==> src/rtl/sample_feeder.sv <==
// Sample feeder: buffers host samples in a small FIFO and streams one frame
// of samples per query into the accelerator, then waits for and captures the
// accelerator's class result.
module sample_feeder #(
    parameter int DEPTH  = 16,
    parameter int DATA_W = 6,
    parameter int LEN_W  = 16
) (
    input  logic                       clk_i,
    input  logic                       rst_i,
    // host sample stream
    input  logic                       s_valid_i,
    input  logic [DATA_W-1:0]          s_data_i,
    output logic                       s_ready_o,
    // query control
    input  logic [LEN_W-1:0]           frame_len_i,
    input  logic                       start_i,
    input  logic                       abort_i,
    output logic                       busy_o,
    // accelerator sample interface
    output logic                       in_valid_o,
    output logic [DATA_W-1:0]          in_value_o,
    input  logic                       in_ready_i,
    output logic                       input_done_o,
    // accelerator result interface
    input  logic                       output_valid_i,
    input  logic [4:0]                 class_i,
    output logic                       result_valid_o,
    output logic [4:0]                 result_class_o,
    // status
    output logic [$clog2(DEPTH):0]     fifo_level_o,
    output logic                       cfg_err_o
);

    localparam int AW    = $clog2(DEPTH);
    localparam int LVL_W = AW + 1;

    typedef enum logic [1:0] {
        IDLE     = 2'd0,
        STREAM   = 2'd1,
        DONE     = 2'd2,
        WAIT_RES = 2'd3
    } state_t;

    state_t              state_q;

    // FIFO storage and bookkeeping
    logic [DATA_W-1:0]   mem [DEPTH];
    logic [AW-1:0]       wr_ptr_q;
    logic [AW-1:0]       rd_ptr_q;
    logic [LVL_W-1:0]    level_q;

    // frame bookkeeping
    logic [LEN_W-1:0]    len_q;
    logic [LEN_W-1:0]    cnt_q;

    // result / status registers
    logic                cfg_err_q;
    logic                res_vld_q;
    logic [4:0]          res_class_q;

    logic                fifo_empty;
    logic                push;
    logic                pop;
    logic                last_sample;

    assign fifo_empty  = (level_q == '0);
    assign s_ready_o   = (level_q < LVL_W'(DEPTH));
    assign push        = s_valid_i && s_ready_o;
    assign in_valid_o  = (state_q == STREAM) && !fifo_empty;
    assign pop         = in_valid_o && in_ready_i;
    assign last_sample = (cnt_q == (len_q - LEN_W'(1)));

    // The head entry is presented directly; it is only meaningful while in_valid_o.
    assign in_value_o     = mem[rd_ptr_q];
    assign fifo_level_o   = level_q;
    assign busy_o         = (state_q != IDLE);
    // An abort in the same cycle squashes any pulse that would otherwise be seen.
    assign input_done_o   = (state_q == DONE) && !abort_i;
    assign result_valid_o = res_vld_q && !abort_i;
    assign result_class_o = res_class_q;
    assign cfg_err_o      = cfg_err_q;

    // FIFO storage write; contents need no reset since occupancy is tracked separately
    always_ff @(posedge clk_i) begin
        if (push && !abort_i && !rst_i) begin
            mem[wr_ptr_q] <= s_data_i;
        end
    end

    // FIFO pointers and occupancy; abort flushes by collapsing both pointers
    always_ff @(posedge clk_i) begin
        if (rst_i || abort_i) begin
            wr_ptr_q <= '0;
            rd_ptr_q <= '0;
            level_q  <= '0;
        end else begin
            if (push) begin
                wr_ptr_q <= wr_ptr_q + AW'(1);
            end
            if (pop) begin
                rd_ptr_q <= rd_ptr_q + AW'(1);
            end
            case ({push, pop})
                2'b10:   level_q <= level_q + LVL_W'(1);
                2'b01:   level_q <= level_q - LVL_W'(1);
                default: level_q <= level_q;
            endcase
        end
    end

    // Query sequencer: frame streaming, end-of-frame pulse, result capture
    always_ff @(posedge clk_i) begin
        if (rst_i) begin
            state_q     <= IDLE;
            cnt_q       <= '0;
            cfg_err_q   <= 1'b0;
            res_vld_q   <= 1'b0;
            res_class_q <= '0;
        end else begin
            res_vld_q <= 1'b0;
            if (abort_i) begin
                state_q <= IDLE;
                cnt_q   <= '0;
            end else begin
                case (state_q)
                    IDLE: begin
                        if (start_i) begin
                            if (frame_len_i == '0) begin
                                cfg_err_q <= 1'b1;
                            end else begin
                                cfg_err_q <= 1'b0;
                                len_q     <= frame_len_i;
                                cnt_q     <= '0;
                                state_q   <= STREAM;
                            end
                        end
                    end
                    STREAM: begin
                        if (pop) begin
                            if (last_sample) begin
                                cnt_q   <= '0;
                                state_q <= DONE;
                            end else begin
                                cnt_q <= cnt_q + LEN_W'(1);
                            end
                        end
                    end
                    DONE: begin
                        state_q <= WAIT_RES;
                    end
                    WAIT_RES: begin
                        if (output_valid_i) begin
                            res_class_q <= class_i;
                            res_vld_q   <= 1'b1;
                            state_q     <= IDLE;
                        end
                    end
                    default: begin
                        state_q <= IDLE;
                    end
                endcase
            end
        end
    end

endmodule
==> config.mk <==
export PLATFORM = sky130hd
export DESIGN_NAME = sample_feeder
export DESIGN_NICKNAME = d
export VERILOG_FILES = /design/src/rtl/sample_feeder.sv
export SDC_FILE = /design/constraint.sdc
export NUM_CORES = 1
export LEC_CHECK = 0
export BUFFER_PORTS_ARGS = -buffer_cell sky130_fd_sc_hd__buf_2
export CAP_MARGIN = 20
export CORE_MARGIN = 3
export CORE_UTILIZATION = 60
export DETAILED_ROUTE_END_ITERATION = 8
export PLACE_DENSITY = 0.77
export SLEW_MARGIN = 20
export SYNTH_ARGS = -nofsm -noshare
export SYNTH_HDL_FRONTEND = slang
export SYNTH_SLANG_ARGS = --single-unit
==> constraint.sdc <==
create_clock -name clk_i -period 5.9 [get_ports clk_i]
set_input_delay 1.475 -clock clk_i [delete_from_list [all_inputs] [get_ports clk_i]]
set_output_delay 1.475 -clock clk_i [all_outputs]
set_load 0.02 [all_outputs]
# Yosys cells after proc, flatten, opt, wreduce, memory -nomap -nowiden
# Memory sizes are Yosys's and may differ from the RTL's. A register that Yosys moved wholly into a read port is not among the register bits.
# Cells that the tools add are included.
# word_totals
register_bits	54
ramBits	96
in_bits	34
out_inout_bits	22
elab_cells	74
mem_count	1
# op_classes
add_sub_neg	6
order_cmp	1
n_eq_ne	11
mux	18
n_bitwise	4
reduce_logical	24
# memory_table
name	words	word_bits	read_ports	rd_ports_with_merged_regs	write_ports	line_no	text
mem	16	6	1	1	1	48	logic [DATA_W-1:0] mem [DEPTH];
# op_table
op	count
two-way mux 16 bit	4
case mux 16 bit (2 select lines)	1
adder 16 x 1 -> 16 bit (second input constant)	1
== test 16 bit	1
logical NOT 16 bit	1
subtractor 16 x 1 -> 16 bit (second input constant)	1
two-way mux 2 bit	5
!= test 2 bit (second input constant)	5
case mux 5 bit (2 select lines)	1
AND reduction 5 bit	2
adder 4 x 1 -> 4 bit (second input constant)	2
two-way mux 4 bit	2
case mux 2 bit (4 select lines)	1
logical AND 1 bit	7
== test 2 bit (second input constant)	3
AND reduction 3 bit	2
nonzero test 2 bit	3
adder 5 x 1 -> 5 bit (second input constant)	1
logical NOT 5 bit	1
less-than comparator 5 bit (second input constant)	1
subtractor 5 x 1 -> 5 bit (second input constant)	1
== test 2 x 1 -> 1 bit (second input constant)	2
two-way mux 1 bit	4
inverter 1 bit	4
other kinds (6)	8

# Depth between registers and ports, before layout
# logic_depth
ltp_word	6
depth_mapped	14
ltp_nobuf	13

# Worst setup path after synthesis
# OpenSTA, ideal clock, no wires.
# synth_timing
path_kind	input to register
startpoint	input port rst_i
endpoint	register len_q[0] (enable)
setup_time_ns	0.432
arrival_ns	3.294
required_time_ns	5.468
path_slack_ns	2.174
path_stages	2
n_path_buf	1
path_cell_list	clkbuf_1 > nor4_1
# synth_via
elab_chain_cells	2
# synth_rtl
element	line_no	text
start: declaration	10	input logic rst_i,
inverter 1 bit (no source line)	--	
AND reduction 5 bit (no source line)	--	
end signal: assignment	133	len_q <= frame_len_i;
end: declaration	54	logic [LEN_W-1:0] len_q;
# Every way passes these cells.
# A chain may end at the register's enable or synchronous reset.

==> impl_metrics.prom <==
# TYPE chip_impl_metric gauge
chip_impl_metric{name="syn-mean-instance-area",unit="um^2"} 13.8
chip_impl_metric{name="nFillCells",unit=""} 721
chip_impl_metric{name="grt_first_pass_wirelength",unit="um"} 22000
chip_impl_metric{name="cts.sink_count",unit=""} 154
chip_impl_info{name="min_from",value="result_class_o[0]"} 1
chip_impl_metric{name="hold_path_depth",unit=""} 2
chip_impl_metric{name="cp_slowest_stage_delay",unit="ns"} 0.61
chip_impl_metric{name="synthArstFlopShare",unit="%"} 0
chip_impl_metric{name="clock_tree.buffer_depth",unit=""} 2
chip_impl_metric{name="drt_first_pass_iters",unit=""} 4
chip_impl_metric{name="finalNonFillerCells",unit=""} 706
chip_impl_info{name="min-delay-path-class",value="reg2reg"} 1
chip_impl_metric{name="io_pins",unit=""} 56
chip_impl_metric{name="initialDrtViolationCount",unit=""} 249
chip_impl_metric{name="seq_area_frac_synth",unit="%"} 61.4
chip_impl_metric{name="final_hold_slack",unit="ns"} 0.491
chip_impl_metric{name="final.setup.tns",unit="ns"} 0
chip_impl_metric{name="postCtsSetupRepairBufs",unit=""} 0
chip_impl_metric{name="cts-hold-fix-buffers",unit=""} 0
chip_impl_metric{name="antenna_diode_count",unit=""} 0
chip_impl_info{name="critPathSlowestCell",value="sky130_fd_sc_hd__mux4_2"} 1
chip_impl_metric{name="fp.dieW",unit="um"} 113
chip_impl_metric{name="power.internal",unit="uW"} 1840
chip_impl_metric{name="synth-edff-count",unit=""} 112
chip_impl_metric{name="final_util",unit="%"} 71.6
chip_impl_metric{name="yosysWarningCount",unit=""} 0
chip_impl_metric{name="wl",unit="um"} 13500
chip_impl_metric{name="cts.htree.levels",unit=""} 4
chip_impl_metric{name="fp.dieH",unit="um"} 113
chip_impl_info{name="cts_tree",value="done"} 1
chip_impl_info{name="cp_cell_sequence",value="buf_4 > mux4_2 > mux4_2 > buf_2"} 1
chip_impl_metric{name="timing_hold_violations_final",unit=""} 0
chip_impl_info{name="synth_flop_cell",value="sky130_fd_sc_hd__edfxtp_1"} 1
chip_impl_metric{name="multi_input_logic_area",unit="um^2"} 2500
chip_impl_info{name="min_delay_worst_endpoint",value="result_class_o[0]"} 1
chip_impl_info{name="worst_setup_path_start_kind",value="flip-flop"} 1
chip_impl_info{name="worst_path_class_setup",value="reg2out"} 1
chip_impl_metric{name="p_per_area",unit="nW/um^2"} 302
chip_impl_metric{name="io_buffers",unit=""} 55
chip_impl_metric{name="cap_viol_max_count",unit=""} 0
chip_impl_metric{name="clk-insertion-delay-late",unit="ns"} 0.42
chip_impl_metric{name="postSynthRegisterBits",unit=""} 154
chip_impl_metric{name="share_comb_of_total_power",unit="%"} 4.2
chip_impl_metric{name="total_leakage_power",unit="uW"} 0.00272
chip_impl_metric{name="drtAntennaViolNets",unit=""} 0
chip_impl_metric{name="gp_congestion",unit=""} 0.827
chip_impl_metric{name="detailed_place_hpwl",unit="um"} 9240
chip_impl_metric{name="core_footprint",unit="um^2"} 11000
chip_impl_metric{name="switching_share",unit="%"} 22.4
chip_impl_metric{name="placed_cell_area",unit="um^2"} 7240
chip_impl_metric{name="grt_max_degree",unit=""} 35
chip_impl_metric{name="critical_path_required",unit="ns"} 4.43
chip_impl_metric{name="num_rows",unit=""} 38
chip_impl_metric{name="syn_area",unit="um^2"} 6840
chip_impl_metric{name="ctsResizeCount",unit=""} 0
chip_impl_metric{name="final_period_minus_worst_setup_slack",unit="ns"} 3.88
chip_impl_metric{name="tightest_pin_transition",unit="ns"} 0.965
chip_impl_metric{name="layout-area-overhead-vs-synth",unit="%"} 14.9
chip_impl_metric{name="seqCellArea",unit="um^2"} 4210
chip_impl_info{name="outcome",value="finished, final reports clean"} 1
chip_impl_metric{name="postSynthNetCount",unit=""} 545
chip_impl_metric{name="r2r_setup_slack",unit="ns"} 2.53
chip_impl_metric{name="vias",unit=""} 4260
chip_impl_info{name="clock-root-buffer",value="sky130_fd_sc_hd__clkbuf_16"} 1
chip_impl_metric{name="timing_limited_maximum_frequency",unit="MHz"} 257
chip_impl_metric{name="numPlacedInstances",unit=""} 673
chip_impl_metric{name="grt_pass1_vias",unit=""} 4336
chip_impl_metric{name="critPathMaxFanout",unit=""} 24
chip_impl_info{name="grt_setup_unrepaired",value="false"} 1
chip_impl_info{name="timing.rr.end",value="cnt_q[5]"} 1
chip_impl_metric{name="cts_inserted_buffers",unit=""} 17
chip_impl_metric{name="reg2reg_depth",unit=""} 7
chip_impl_metric{name="layout-drive-gt1-share",unit="%"} 23.0
chip_impl_metric{name="power.ir.vdd_worst",unit="mV"} 0.190
chip_impl_metric{name="yosys.cell_types.count",unit=""} 56
chip_impl_metric{name="wl_per_cell",unit="um"} 19.2
chip_impl_metric{name="layout_net_count",unit=""} 603
chip_impl_metric{name="timing.final.max_slew_violations",unit=""} 0
chip_impl_metric{name="antenna_found_initial",unit=""} 0
chip_impl_metric{name="drc",unit=""} 0
chip_impl_info{name="r2r_start",value="len_q[2]"} 1
chip_impl_metric{name="grtUsageTotal",unit="%"} 22.6
chip_impl_metric{name="clock_power_share",unit="%"} 46.3
chip_impl_metric{name="power.switching",unit="uW"} 532
chip_impl_metric{name="maxSlewHeadroom",unit="%"} 34.8
chip_impl_metric{name="fin_area",unit="um^2"} 7860
chip_impl_metric{name="timing.final.crit_share",unit="%"} 65.8
chip_impl_metric{name="global_route.overflow_total",unit=""} 0
chip_impl_metric{name="initial_utilization",unit="%"} 62.3
chip_impl_metric{name="critical_path_arrival",unit="ns"} 2.41
chip_impl_metric{name="clk_pin_slew_worst_paths",unit="ns"} 0.06
chip_impl_metric{name="via_per_inst",unit=""} 6.03
chip_impl_metric{name="fin_worst_skew",unit="ns"} 0.00854
chip_impl_info{name="crit_top_cell",value="sky130_fd_sc_hd__mux4_2"} 1
chip_impl_metric{name="setup_violations",unit=""} 0
chip_impl_info{name="worst_setup_path_end_kind",value="output pin"} 1
chip_impl_metric{name="synthesis.instances",unit=""} 495
chip_impl_metric{name="seqPwrFrac",unit="%"} 49.5
chip_impl_metric{name="die_area",unit="um^2"} 12700
==> metrics by stage <==
step	setup WS (ns)	total power, uW
3_3_place_gp	1.65	1290
5_1_grt	1.90	2450
6_report	2.02	2370
4_1_cts	1.97	2380
2_1_floorplan	2.17	1250
3_5_place_dp	1.52	1290
==> cells in the mapped netlist (3+ instances only) <==
| library cell | instances | area, um^2 |
|---|---|---|
| sky130_fd_sc_hd__xor2_1 | 21 | 184 |
| sky130_fd_sc_hd__nor2b_1 | 6 | 37.5 |
| sky130_fd_sc_hd__edfxtp_1 | 112 | 3360 |
| sky130_fd_sc_hd__a21oi_1 | 13 | 65.1 |
| sky130_fd_sc_hd__or4_1 | 7 | 52.6 |
| sky130_fd_sc_hd__xnor2_1 | 17 | 149 |
| sky130_fd_sc_hd__nor3_1 | 8 | 40.0 |
| sky130_fd_sc_hd__nand2b_1 | 3 | 18.8 |
| sky130_fd_sc_hd__nand4_1 | 9 | 56.3 |
| sky130_fd_sc_hd__a31oi_1 | 6 | 37.5 |
| sky130_fd_sc_hd__ha_1 | 15 | 188 |
| sky130_fd_sc_hd__and4_1 | 3 | 26.3 |
| sky130_fd_sc_hd__or2_2 | 3 | 18.8 |
| sky130_fd_sc_hd__mux2i_1 | 8 | 80.1 |
| sky130_fd_sc_hd__o2111ai_1 | 3 | 26.3 |
| sky130_fd_sc_hd__a211oi_1 | 14 | 105 |
| sky130_fd_sc_hd__dfxtp_1 | 42 | 841 |
| sky130_fd_sc_hd__o21a_1 | 3 | 22.5 |
| sky130_fd_sc_hd__inv_1 | 17 | 63.8 |
| sky130_fd_sc_hd__buf_1 | 6 | 22.5 |
| sky130_fd_sc_hd__mux4_2 | 30 | 676 |
| sky130_fd_sc_hd__o21ai_0 | 3 | 15.0 |
| sky130_fd_sc_hd__nor4_1 | 4 | 25.0 |
| sky130_fd_sc_hd__nand3_1 | 12 | 60.1 |
| sky130_fd_sc_hd__clkbuf_1 | 12 | 45.0 |
| sky130_fd_sc_hd__nor2_1 | 54 | 203 |
| sky130_fd_sc_hd__or3_1 | 3 | 18.8 |
| sky130_fd_sc_hd__nand2_1 | 24 | 90.1 |
==> cell families after synthesis <==
logic type               synth area share [%]
XOR/XNOR                                 4.86
flip-flops                               61.4
multiplexers                             11.2
adder cells (fa/ha/maj)                  3.04
AO/OA/AOI/OAI                            6.33
AND/OR/NAND/NOR                          11.0
buffers and inverters                    2.07
==> layout by cell type (no fill, tap or decap), types with 7 or more instances in the layout <==
master and count:
sky130_fd_sc_hd__edfxtp_1 112, sky130_fd_sc_hd__clkbuf_16 17, sky130_fd_sc_hd__nor3_1 8, sky130_fd_sc_hd__ha_1 15, sky130_fd_sc_hd__a21oi_1 13, sky130_fd_sc_hd__xnor2_1 17, sky130_fd_sc_hd__nand3_1 12, sky130_fd_sc_hd__nand4_1 9
sky130_fd_sc_hd__xor2_1 21, sky130_fd_sc_hd__dfxtp_1 41, sky130_fd_sc_hd__buf_2 55, sky130_fd_sc_hd__nand2_1 24, sky130_fd_sc_hd__nor2_1 53, sky130_fd_sc_hd__mux2i_1 8, sky130_fd_sc_hd__mux4_2 30, sky130_fd_sc_hd__inv_1 17
sky130_fd_sc_hd__a211oi_1 14, sky130_fd_sc_hd__or4_1 7
==> power by group through the flow <==
stage,clock network [uW],logic (uW),registers [uW]
floorplan,0,56.2,1200
global placement,0,90.4,1200
detailed placement,0,95.9,1200
CTS,1110,96.4,1180
global route,1170,111,1180
finish,1100,99.8,1180
==> state kept, by name, summed over array words and instances, names as in the netlist, named ones only <==
name and cells:
fifo_level_o 5, state_q 2, wr_ptr_q 4, mem 96, cfg_err_o 1, result_class_o 5, rd_ptr_q 4, cnt_q 16
len_q 16, res_vld_q 1
==> worst max-delay path by stage <==
stage	from	end
global placement	frame_len_i[9]	cnt_q[4]
global route	flip-flop	in_value_o[3]
finish	flip-flop	in_value_o[2]
CTS	frame_len_i[9]	cnt_q[4]
floorplan	rst_i	len_q[0]
detailed placement	frame_len_i[9]	cnt_q[4]
==> layer usage <==
| layer | part of all wire [%] | track usage, % | vias up |
|---|---|---|---|
| met2 | 51 | 37.6 | 137 |
| met5 | 0 | 0 | - |
| met1 | 41 | 28.0 | 2081 |
| li1 | - | - | 2011 |
| met3 | 5.3 | 5.99 | 31 |
| met4 | 2.5 | 10.3 | 0 |
==> area by class of cell <==
cell class                 instances  area share (%)
inverter                          17           0.812
tap                              140            2.23
sequential                       154            53.5
clock buffer                      17            5.41
clock inverter                    15            2.28
timing repair buffer              59            3.93
multi-input combinational        304            31.9
==> worst max-delay path, delay by kind of cell, from the launching register on <==
kind	cells	cell delay, ns
buffers and inverters	2	0.57
flip-flops	1	0.30
multiplexers	2	1.10
Power figures use the tool's default switching activity.
